$ cat config.mk
export PLATFORM = sky130hd
export DESIGN_NAME = ex_div_stage
export DESIGN_NICKNAME = d
export VERILOG_FILES = /design/src/rtl/ex_div_stage.sv
export SDC_FILE = /design/constraint.sdc
export NUM_CORES = 2
export LEC_CHECK = 0
export ABC_AREA = 1
export CORE_ASPECT_RATIO = 0.8
export CORE_MARGIN = 10
export CORE_UTILIZATION = 43
export CTS_BUF_LIST = sky130_fd_sc_hd__clkbuf_4 sky130_fd_sc_hd__clkbuf_8
export CTS_CLUSTER_DIAMETER = 200
export CTS_CLUSTER_SIZE = 14
export DETAILED_ROUTE_END_ITERATION = 7
export GPL_TIMING_DRIVEN = 0
export PLACE_DENSITY = 0.7
export SLEW_MARGIN = 20
export SYNTH_ARGS = -nofsm -noshare
export SYNTH_HDL_FRONTEND = slang
export SYNTH_SLANG_ARGS = --single-unit
$ cat constraint.sdc
create_clock -name clk -period 16 [get_ports clk]
set_clock_uncertainty 0.15 [all_clocks]
set_input_delay 3.2 -clock clk [delete_from_list [all_inputs] [get_ports clk]]
set_output_delay 3.2 -clock clk [all_outputs]
set_load 0.01 [all_outputs]
$ cat src/rtl/ex_div_stage.sv
// ex_div_stage: RV32 execute stage with single-cycle ALU/MUL and a multi-cycle restoring divider
module ex_div_stage #(
   parameter int DIV_CYCLES = 32
) (
   input  logic        clk,
   input  logic        rstn,
   input  logic [31:0] inst_i,
   input  logic [31:0] instaddr_i,
   input  logic [31:0] op1_i,
   input  logic [31:0] op2_i,
   input  logic        regs_wen_i,
   input  logic [4:0]  rd_addr_i,
   input  logic        flush_i,
   output logic [31:0] rd_data_o,
   output logic        regs_wen_o,
   output logic [4:0]  rd_addr_o,
   output logic        hold_o
);
   localparam int CW = $clog2(DIV_CYCLES + 1);
   localparam logic [1:0] S_IDLE = 2'd0, S_CALC = 2'd1, S_DONE = 2'd2;
   logic [1:0]         r_state, w_next;
   logic [CW-1:0]      r_cnt;
   logic [31:0]        r_dividend, r_divisor, r_quot, r_rem;
   logic               r_neg_q, r_neg_r, r_is_rem;
   logic [6:0]         w_op, w_f7;
   logic [2:0]         w_f3;
   logic [4:0]         w_sh;
   logic               w_is_r, w_is_i, w_alt, w_alu_ok, w_md, w_mul, w_div;
   logic               w_dsigned, w_dzero, w_ovf, w_start, w_qbit, w_wen, w_unused;
   logic [31:0]        w_alu, w_sra, w_mul_res, w_fast, w_div_res, w_abs1, w_abs2, w_rd_data;
   logic signed [32:0] w_ma, w_mb;
   logic signed [65:0] w_prod;
   logic [32:0]        w_rem_sh, w_diff;
   assign w_op     = inst_i[6:0];
   assign w_f3     = inst_i[14:12];
   assign w_f7     = inst_i[31:25];
   assign w_sh     = op2_i[4:0];
   assign w_is_r   = w_op == 7'b0110011;
   assign w_is_i   = w_op == 7'b0010011;
   assign w_alt    = w_f7 == 7'b0100000;
   assign w_alu_ok = (w_is_r && (w_f7 == 7'd0 || (w_alt && (w_f3 == 3'd0 || w_f3 == 3'd5))))
                  || (w_is_i && (w_f3 == 3'd1 ? w_f7 == 7'd0 : (w_f3 != 3'd5 || w_f7 == 7'd0 || w_alt)));
   assign w_md     = w_is_r && w_f7 == 7'b0000001;
   assign w_mul    = w_md && !w_f3[2];
   assign w_div    = w_md && w_f3[2];
   assign w_sra    = $signed(op1_i) >>> w_sh;
   assign w_unused = ^{instaddr_i, inst_i[24:7], w_prod[65:64]};
   always_comb begin
      case (w_f3)
         3'd0:    w_alu = (w_is_r && w_alt) ? op1_i - op2_i : op1_i + op2_i;
         3'd1:    w_alu = op1_i << w_sh;
         3'd2:    w_alu = {31'd0, $signed(op1_i) < $signed(op2_i)};
         3'd3:    w_alu = {31'd0, op1_i < op2_i};
         3'd4:    w_alu = op1_i ^ op2_i;
         3'd5:    w_alu = w_alt ? w_sra : op1_i >> w_sh;
         3'd6:    w_alu = op1_i | op2_i;
         default: w_alu = op1_i & op2_i;
      endcase
   end
   // one extra sign bit per operand covers MUL/MULH/MULHSU/MULHU with a single signed multiplier
   assign w_ma      = {w_f3[1:0] != 2'b11 && op1_i[31], op1_i};
   assign w_mb      = {w_f3[1:0] == 2'b01 && op2_i[31], op2_i};
   assign w_prod    = w_ma * w_mb;
   assign w_mul_res = w_f3[1:0] == 2'b00 ? w_prod[31:0] : w_prod[63:32];
   assign w_dsigned = !w_f3[0];
   assign w_dzero   = op2_i == 32'd0;
   assign w_ovf     = w_dsigned && op1_i == 32'h8000_0000 && op2_i == 32'hFFFF_FFFF;
   assign w_fast    = w_dzero ? (w_f3[1] ? op1_i : '1) : (w_f3[1] ? '0 : 32'h8000_0000);
   assign w_start   = r_state == S_IDLE && w_div && !w_dzero && !w_ovf && !flush_i;
   assign w_abs1    = (w_dsigned && op1_i[31]) ? -op1_i : op1_i;
   assign w_abs2    = (w_dsigned && op2_i[31]) ? -op2_i : op2_i;
   assign w_rem_sh  = {r_rem, r_dividend[31]};
   assign w_diff    = w_rem_sh - {1'b0, r_divisor};
   assign w_qbit    = !w_diff[32];
   assign w_div_res = r_is_rem ? (r_neg_r ? -r_rem : r_rem) : (r_neg_q ? -r_quot : r_quot);
   assign w_next    = flush_i ? S_IDLE : w_start ? S_CALC
                    : r_state == S_CALC ? (r_cnt == CW'(DIV_CYCLES - 1) ? S_DONE : S_CALC) : S_IDLE;
   always_ff @(posedge clk) begin
      if (!rstn) begin
         r_state    <= S_IDLE;
         r_cnt      <= '0;
         r_dividend <= '0;
         r_divisor  <= '0;
         r_quot     <= '0;
         r_rem      <= '0;
         r_neg_q    <= 1'b0;
         r_neg_r    <= 1'b0;
         r_is_rem   <= 1'b0;
      end else begin
         r_state <= w_next;
         if (flush_i) begin
            r_cnt <= '0;
         end else if (w_start) begin
            r_cnt      <= '0;
            r_dividend <= w_abs1;
            r_divisor  <= w_abs2;
            r_quot     <= '0;
            r_rem      <= '0;
            r_neg_q    <= w_dsigned && (op1_i[31] ^ op2_i[31]);
            r_neg_r    <= w_dsigned && op1_i[31];
            r_is_rem   <= w_f3[1];
         end else if (r_state == S_CALC) begin
            r_cnt      <= r_cnt + 1'b1;
            r_dividend <= {r_dividend[30:0], 1'b0};
            r_quot     <= {r_quot[30:0], w_qbit};
            r_rem      <= w_qbit ? w_diff[31:0] : w_rem_sh[31:0];
         end
      end
   end
   assign w_rd_data  = r_state == S_DONE ? w_div_res : r_state == S_CALC ? '0
                     : w_alu_ok ? w_alu : w_mul ? w_mul_res : (w_div && !w_start) ? w_fast : '0;
   assign w_wen      = regs_wen_i && (r_state == S_DONE
                     || (r_state != S_CALC && (w_alu_ok || w_mul || (w_div && !w_start))));
   assign rd_data_o  = rstn ? w_rd_data : '0;
   assign regs_wen_o = rstn && !flush_i && w_wen;
   assign hold_o     = rstn && (w_start || (r_state == S_CALC && !flush_i));
   assign rd_addr_o  = rstn ? rd_addr_i : '0;
endmodule

==> results.yml <==
sta:
  finalWorstSetupSlack_ns: -0.02637
  hold_violations: 0
  setup_violations: 2
  max_slew_margin_pct: 18.79
  worstMarginPinSlew_ns: 1.218
  setup_tns_ns: -0.03142
  max_freq_mhz: 62.40
  post-route-period-util_pct: 100.2
  drv_slew: 0
  min_period_ns: 16.03
  rsz0062_at_grt: "true"
floorplanning:
  dieArea_um2: 161100
  die_h_um: 361.1
  start_util_pct: 43.17
  std_cell_rows: 125
  ioPinCount: 176
  core_area_um2: 144800
  fp.dieW_um: 446.3
setup_path:
  cp-end-kind: "primary output"
  crit_start: "op1_i[9]"
  worstPathRequired_ns: 12.65
  cpMostUsedCell: "fa_1"
  slowest_stage: "fa_1"
  r2r_slack_ns: 12.72
  cp.depth: 27
  r2r_start: "r_dividend[31]"
  reg2reg_depth: 19
  critPathKind: "in2out"
  start_kind: "primary input"
  crit_family: "adder cells"
  slowest_delay_ns: 0.94
  cp-endpoint: "rd_data_o[3]"
  cp_max_fo: 10
  worstPathArrival_ns: 12.68
  crit_buf_inv: 6
  timing.rr.end: "r_rem[1]"
yosys:
  ys_seq_area_share_pct: 4.451
  synth_seq_cells: 139
  synthTopCellsByCount: "nand2_1 (2695), inv_1 (2125), fa_1 (1128)"
  synth-edff-count: 0
  syn_area_um2: 62520
  synthesis.nets: 10899
  netlist_top_cells_area: "fa_1 (36%), nand2_1 (16%), inv_1 (13%), ha_1 (6.9%), dfxtp_1 (4.5%)"
  yosysMostFrequentCell: "nand2_1"
  yosys.cell_types.count: 64
  synth_area_per_cell_um2: 6.732
  yosysWarnings: 0
  synth_flop_cell: "dfxtp_1"
  synth_top_area_share_pct: 36.12
  yosys.area.top_type: "fa_1"
  async_flop_share_pct: 0
  synthCells: 9287
drt:
  drt-pass1-iter-count: 8
  antenna_left: 0
  highest_layer: "met5"
  drt_wl_total_mm: 332.9
  drtIter0Drc: 9550
  num_vias: 66326
  wire_per_inst_um: 29.27
  dr_wl_met2_mm: 124.7
  wl_met3_mm: 56.87
  routed_via_density: 5.830
  wl_met1_mm: 130.9
  drc: 125
cells_and_area:
  syn_to_final_growth_pct: 8.217
  drive_gt1_share_pct: 5.955
  post-route-util_pct: 46.72
  nets: 11055
  fin_area_um2: 67660
clock_network:
  htreeDepth: 4
  clock-sinks: 139
  postCtsHoldBufs: 0
  cts_tree: "built"
  clkLatencyLatePin_ns: 0.50
  clk_pin_slew_ns: 0.08
  cts_root_buffer: "clkbuf_8"
  clock_path_buffers: 2
  cts_made_buffers: 17
placement:
  dpl_cell_area_um2: 66150
  pre_cts_ws_ns: -2.073
  dp_hpwl_mm: 284.1
  io_buffers: 124
  place_congestion: 1.177
global_routing:
  grt_util_all_layers_pct: 40.18
  antenna_found_initial: 14
  gr-total-overflow: 0
  grt_max_degree: 26
  grt_pass1_wl_mm: 464.8
  grt_pass1_vias: 63710
run:
  drv_cap: 0
worst_hold_path:
  hold_class: "reg2reg"
outcome:
  status: "finished, violations left"
  violations: "design-rule violations, negative setup slack"
-- cells in the final DEF (no fill, tap or decap), drive strengths merged, types with 112 or more instances in the layout --
| cell type | count |
|---|---|
| nand2 | 2698 |
| inv | 2151 |
| fa | 1128 |
| nor2 | 581 |
| nand3 | 486 |
| a21oi | 416 |
| ha | 347 |
| o21ai | 333 |
| clkbuf | 263 |
| buf | 204 |
| dfxtp | 139 |
| clkdlybuf4s50 | 112 |
-- what timing repair did --
action	CTS	global route
buffers inserted	8	9
gates cloned	1	0
resized for setup	265	263
pin swaps	1	7
endpoints found under the setup margin	32	32
-- layout make-up --
type,count,area (um2)
inverter,2154,8105
multi-input combinational,6547,50170
clock inverter,14,185.2
clock buffer,17,234.0
antenna,16,40.04
timing repair buffer,141,1393
sequential,139,2783
buffer,442,2356
tap,1905,2384
timing repair inverter,1,7.507
fill,15167,77170
-- sequential cells by signal (all words and copies together) (netlist names) --
name and flops:
r_neg_q 1, r_quot 32, r_neg_r 1, r_state 2, r_is_rem 1, r_dividend 32, r_divisor 32, r_cnt 6
r_rem 32
-- routing by layer --
| layer | vias to the layer above | global-route usage [%] |
|---|---|---|
| met5 | - | 2.156 |
| met4 | 18 | 18.44 |
| met3 | 850 | 20.89 |
| met2 | 4989 | 52.68 |
| met1 | 32467 | 53.61 |
| li1 | 28002 | - |
-- worst min path at each step --
stage	startpoint	to	slack (ns)	depth (start not counted)
after floorplan	r_divisor[11]	r_divisor[11]	0.29	2
after global placement	r_dividend[0]	r_dividend[0]	0.30	2
after detailed placement	r_dividend[0]	r_dividend[0]	0.31	2
after CTS	r_dividend[0]	r_dividend[0]	0.32	2
after global routing	r_dividend[0]	r_dividend[0]	0.33	2
final	r_divisor[2]	r_divisor[2]	0.32	2
-- worst min-delay path, stage by stage (launching register included) --
cell     delay (ns)
dfxtp_1        0.30
inv_1          0.07
a21oi_1        0.06
-- stage by stage --
step	hold slack (ns)	instances
floorplan	0.2853	9287
global placement	0.2987	11316
detailed placement	0.3054	11316
CTS	0.3193	11353
global route	0.3306	11360
finish	0.3239	11376
-- kinds of logic (layout without fill, tap and decap cells) --
logic type               after synthesis  after routing  share of synthesized area, %
AND/OR/NAND/NOR                     3999           3999                         26.18
buffers and inverters               2601           2769                         16.05
XOR/XNOR                             109            109                         1.527
multiplexers                           2              2                       0.03202
AO/OA/AOI/OAI                        962            962                         8.700
flip-flops                           139            139                         4.451
adder cells (fa/ha/maj)             1475           1475                         43.06
other                                  0             16                             0
Power is left out: the tool's default activity adds up to more than one toggle a clock period on the data nets, which glitch-free logic cannot reach.
